**config.mk**
```make
export PLATFORM = sky130hd
export DESIGN_NAME = register_pipe_flat
export DESIGN_NICKNAME = d
export VERILOG_FILES = /design/src/rtl/register_pipe_if.sv /design/src/rtl/register_pipe.sv /design/src/flat_wrapper.sv
export SDC_FILE = /design/constraint.sdc
export NUM_CORES = 1
export LEC_CHECK = 0
export CAP_MARGIN = 40
export CORE_MARGIN = 2
export CORE_UTILIZATION = 45
export CTS_CLUSTER_DIAMETER = 100
export DETAILED_ROUTE_END_ITERATION = 7
export PLACE_DENSITY_LB_ADDON = 0.08
export SYNTH_ARGS = -nofsm -noshare
export SYNTH_HDL_FRONTEND = slang
export SYNTH_SLANG_ARGS = --single-unit
```
**constraint.sdc**
```tcl
create_clock -name clock -period 2.35 [get_ports clock]
set_clock_uncertainty 0.2 [all_clocks]
set_input_delay 0.3525 -clock clock [delete_from_list [all_inputs] [get_ports clock]]
set_output_delay 0.3525 -clock clock [all_outputs]
set_load 0.02 [all_outputs]
```
**src/rtl/register_pipe_if.sv**
```systemverilog
// register_pipe_if: handshake bundle for register_pipe.
// master drives the pipe (producer + consumer side), slave is the pipe.
interface register_pipe_if #(
  parameter int N     = 32,
  parameter int DEPTH = 2
);
  localparam int CW = $clog2(DEPTH + 1);

  logic          flush;
  logic          in_valid;
  logic          in_ready;
  logic [N-1:0]  D;
  logic          out_valid;
  logic          out_ready;
  logic [N-1:0]  Q;
  logic [CW-1:0] count;

  modport master (
    output flush,
    output in_valid,
    output D,
    output out_ready,
    input  in_ready,
    input  out_valid,
    input  Q,
    input  count
  );

  modport slave (
    input  flush,
    input  in_valid,
    input  D,
    input  out_ready,
    output in_ready,
    output out_valid,
    output Q,
    output count
  );
endinterface

```
**src/rtl/register_pipe.sv**
```systemverilog
// register_pipe: elastic DEPTH-stage register with valid/ready,
// collapsing bubbles, synchronous flush and occupancy count.
module register_pipe #(
  parameter int           N           = 32,
  parameter int           DEPTH       = 2,
  parameter logic [N-1:0] reset_value = '0
) (
  input logic            clock,
  input logic            reset,
  register_pipe_if.slave bus
);
  localparam int CW = $clog2(DEPTH + 1);

  logic [DEPTH-1:0] r_valid;
  logic [N-1:0]     r_data [DEPTH];
  logic [CW-1:0]    r_count;

  logic [DEPTH-1:0] w_adv;
  logic [DEPTH-1:0] w_acc;
  logic [DEPTH-1:0] w_src_valid;
  logic [N-1:0]     w_src_data [DEPTH];
  logic             w_in_ready;
  logic             w_in_fire;
  logic             w_out_fire;

  // adv[i] = out_ready OR any bubble downstream of stage i
  always_comb begin
    logic v_chain;
    v_chain = bus.out_ready;
    for (int i = DEPTH - 1; i >= 0; i--) begin
      w_adv[i] = v_chain;
      v_chain  = v_chain | ~r_valid[i];
    end
  end

  assign w_acc = ~r_valid | w_adv;

  always_comb begin
    w_src_valid[0] = bus.in_valid;
    w_src_data[0]  = bus.D;
    for (int i = 1; i < DEPTH; i++) begin
      w_src_valid[i] = r_valid[i-1];
      w_src_data[i]  = r_data[i-1];
    end
  end

  assign w_in_ready = w_acc[0] & ~bus.flush;
  assign w_in_fire  = bus.in_valid & w_in_ready;
  assign w_out_fire = r_valid[DEPTH-1] & bus.out_ready;

  always_ff @(posedge clock or posedge reset) begin
    if (reset) begin
      r_valid <= '0;
      r_count <= '0;
      for (int i = 0; i < DEPTH; i++)
        r_data[i] <= reset_value;
    end else if (bus.flush) begin
      r_valid <= '0;
      r_count <= '0;
    end else begin
      for (int i = 0; i < DEPTH; i++) begin
        if (w_acc[i]) begin
          r_valid[i] <= w_src_valid[i];
          // bubbles never overwrite data
          if (w_src_valid[i])
            r_data[i] <= w_src_data[i];
        end
      end
      if (w_in_fire & ~w_out_fire)
        r_count <= r_count + 1'b1;
      else if (~w_in_fire & w_out_fire)
        r_count <= r_count - 1'b1;
    end
  end

  assign bus.in_ready  = w_in_ready;
  assign bus.out_valid = r_valid[DEPTH-1];
  assign bus.Q         = r_data[DEPTH-1];
  assign bus.count     = r_count;

endmodule

```
**src/flat_wrapper.sv**
```systemverilog
// flat-port wrapper written by rule: the top's interface ports become plain ports
module register_pipe_flat 
#(
  parameter int           N           = 32,
  parameter int           DEPTH       = 2,
  parameter logic [N-1:0] reset_value = '0
)
  (clock, reset, bus_flush, bus_in_valid, bus_D, bus_out_ready, bus_in_ready, bus_out_valid, bus_Q, bus_count);
  register_pipe_if #(.N(N), .DEPTH(DEPTH)) bus_i ();
  input logic clock;
  input logic reset;
  input wire logic [$bits(bus_i.flush)-1:0] bus_flush;
  input wire logic [$bits(bus_i.in_valid)-1:0] bus_in_valid;
  input wire logic [$bits(bus_i.D)-1:0] bus_D;
  input wire logic [$bits(bus_i.out_ready)-1:0] bus_out_ready;
  output wire logic [$bits(bus_i.in_ready)-1:0] bus_in_ready;
  output wire logic [$bits(bus_i.out_valid)-1:0] bus_out_valid;
  output wire logic [$bits(bus_i.Q)-1:0] bus_Q;
  output wire logic [$bits(bus_i.count)-1:0] bus_count;
  assign bus_i.flush = bus_flush;
  assign bus_i.in_valid = bus_in_valid;
  assign bus_i.D = bus_D;
  assign bus_i.out_ready = bus_out_ready;
  assign bus_in_ready = bus_i.in_ready;
  assign bus_out_valid = bus_i.out_valid;
  assign bus_Q = bus_i.Q;
  assign bus_count = bus_i.count;
  register_pipe #(.N(N), .DEPTH(DEPTH), .reset_value(reset_value)) u_core (.clock(clock), .reset(reset), .bus(bus_i));
endmodule
```
==> out/results.txt <==
Buffer depth of the longest clock path -> 2
Clk root buf -> clkbuf_8
Synth area leaders -> dfrtp_1, mux2_4, buf_4
H-tree levels -> 3
CP arrival -> 1550 ps
Worst r2r src -> u_core.r_valid[1]$_DFFE_PP0P_
Worst skew pair latency -> 320 ps
# rows -> 30
TritonCTS buffer count -> 9
Leak -> 1.912 nW
Critical path type -> in -> out
Startpoint types -> input port
Die Width -> 87.63 um
Largest net degree at the start of global routing -> 69
Worst Path Max Fanout -> 6
Area added between synthesis and finish -> 27.32%
PD cells -> 956.8 nW/um^2
Drt initial violations -> 75
Die area -> 7678 sq um
Sequential share of the synthesized area -> 0.5408
Final setup vio count -> 0
Slew margin rel. -> 0.7540
Period minus WS final -> 2099 ps
Vias in the first global route -> 1830
CTS Sinks -> 68
Syn Std Cell Area -> 3147 sq um
Switching pwr -> 995.8 uW
Avg Cell Area, Syn -> 16.14 sq um
First-pass GRT wire length -> 8901 um
Reg power frac -> 0.413
Grt ovf -> 0
Vias -> 1599
Clk slew on worst S/H paths -> 70 ps
Yosys top cell area share -> 0.5408
Worst Path Required -> 1800 ps
RSZ-0062 raised after global routing -> no
Cell internal pwr -> 2.837 mW
GPL Wtd Cong -> 0.6951
Final net count -> 282
Netlist cell types -> 23
Final count of hold timing violations -> 0
Sw Share -> 0.2598
CP Launch Point -> bus_out_ready
Final ANT Viol Nets -> 0
Starting Density -> 0.4632
Post-DR wirelength/cell -> 15.71 um
Final Max Tran Viols -> 0
Status -> finished, final reports clean
PortBufs -> 72
Synth Net Count -> 232
Antenna fix cells -> 0
Post-DR vias/cell -> 4.621
Max IR drop VDD -> 0.0004743 V
Clock power frac -> 0.291
Die Span Y -> 87.63 um
TritonRoute pass-1 iters -> 3
Fin cells -> 346
Routed wire length -> 5435 um
IO Pins -> 73
Synth Warn # -> 0
Largest area contributor in the netlist -> dfrtp_1
Combinational power share -> 0.297
Placed cells -> 330
Initial antenna violation count -> 0
Slew @ Worst Pin -> 368.9 ps
CORE AREA -> 6794 sq um
TritonCTS clock tree -> yes
DRC -> 0
Final HPWL DP -> 3688 um
Flops & latches, synth -> 68
WHS -> 207.9 ps
Hold Crit Class -> in -> async
CP endpoint kind -> output pin
FMAX -> 476.3 MHz
Ratio of cells with drive above 1 in the final layout -> 0.3600
Max-cap viol count -> 0
GRT Util Overall -> 0.1536
Final period util -> 0.8933
Synth Instances -> 195
[final cells by class]
cell class / count / area (sq um)
Fill cell: 551 / 2788
Sequential cell: 68 / 1702
Multi-Input combinational cell: 86 / 1119
Timing Repair Buffer: 78 / 827.0
Clock buffer: 11 / 131.4
Tap cell: 96 / 120.1
Clock inverter: 5 / 100.1
Inverter: 2 / 7.507
[final timing paths]
path / cells after the start / slack [ps] / endpoint
worst min register to register: 1 / 300 / u_core.bus.Q[15]$_DFFE_PP0P_
worst min-delay path: 3 / 210 / u_core.bus.Q[16]$_DFFE_PP0P_
worst max register to register: 4 / 720 / u_core.r_data[63]$_DFFE_PP0P_
max in group asynchronous: 3 / 1420 / u_core.r_data[47]$_DFFE_PP0P_
min in group clock: 1 / 300 / u_core.bus.Q[15]$_DFFE_PP0P_
worst max-delay path: 4 / 250 / bus_in_ready
[power by group through the flow]
| stage | clock network [mW] | registers (mW) | logic, mW |
|---|---|---|---|
| 3_5_place_dp | 0 | 1.60 | 1.15 |
| 6_report | 1.11 | 1.58 | 1.14 |
| 2_1_floorplan | 0 | 1.56 | 0.923 |
| 4_1_cts | 1.15 | 1.59 | 1.15 |
| 3_3_place_gp | 0 | 1.58 | 1.14 |
| 5_1_grt | 1.20 | 1.62 | 1.20 |
[per-layer routing]
layer / GRT usage / part of all wire / vias up
met5: 0 / 0 / -
met4: 0.06853 / 0.012 / 0
met3: 0.04713 / 0.060 / 7
met2: 0.2521 / 0.49 / 42
met1: 0.1867 / 0.44 / 817
li1: - / - / 733
[cells in the mapped netlist]
cell type / n
a211oi_1: 1
mux2_1: 1
buf_4: 32
nor3b_1: 1
mux2_2: 4
nor2b_4: 1
o21ai_0: 1
inv_1: 2
o211ai_1: 1
nand2b_2: 1
mux2_4: 60
a21oi_1: 1
buf_6: 7
and3b_1: 3
nor2_1: 4
a21boi_0: 1
nand2b_1: 1
a22oi_1: 1
nor2b_1: 1
nand3b_4: 1
nand2_2: 1
dfrtp_1: 68
nand3b_2: 1
[worst max-delay path, cell delays in order]
cell	delay (ps)
clkdlybuf4s50_1	550
and3b_1	210
nor2_1	90
dlygate4sd2_1	340
[registers in the layout, indices dropped and copies added (netlist names)]
| name | cells |
|---|---|
| u_core.r_data | 32 |
| u_core.bus.count | 2 |
| u_core.bus.Q | 32 |
| u_core.r_valid | 2 |
[kinds of logic (layout without fill, tap and decap cells)]
group,Yosys count,after routing,share of synthesized area
buf+inv,41,96,0.1038
mux,65,65,0.3042
simple gates,15,15,0.03857
compound gates,6,6,0.01272
flops,68,68,0.5408
[cells in the final DEF (no fill, tap or decap), types with 2 or more instances in the layout]
cell and n:
clkdlybuf4s50_1 71, dfrtp_1 68, mux2_4 60, clkbuf_8 9, buf_12 5, mux2_2 4, nor2_1 4, and3b_1 3
bufinv_16 3, clkinv_2 2, clkbuf_1 2
[through the flow]
step	setup TNS (ps)	util	power (mW)	instance area (sq um)	worst slack, ps
final	0	0.5897	3.833	4006	250.6
after global routing	0	0.5897	4.017	4006	226.5
after CTS	0	0.5897	3.890	4006	266.1
after detailed placement	-8.845	0.5558	2.754	3776	-8.845
after global placement	0	0.5558	2.721	3776	37.70
after floorplan	0	-	2.482	3147	85.99
[repair_timing]
item	in CTS	in global routing
hold buffers	0	0
gates resized for setup	1	0
setup endpoints to repair	1	0
buffers inserted	0	0
Note: power is estimated with default switching activity, not from simulation.
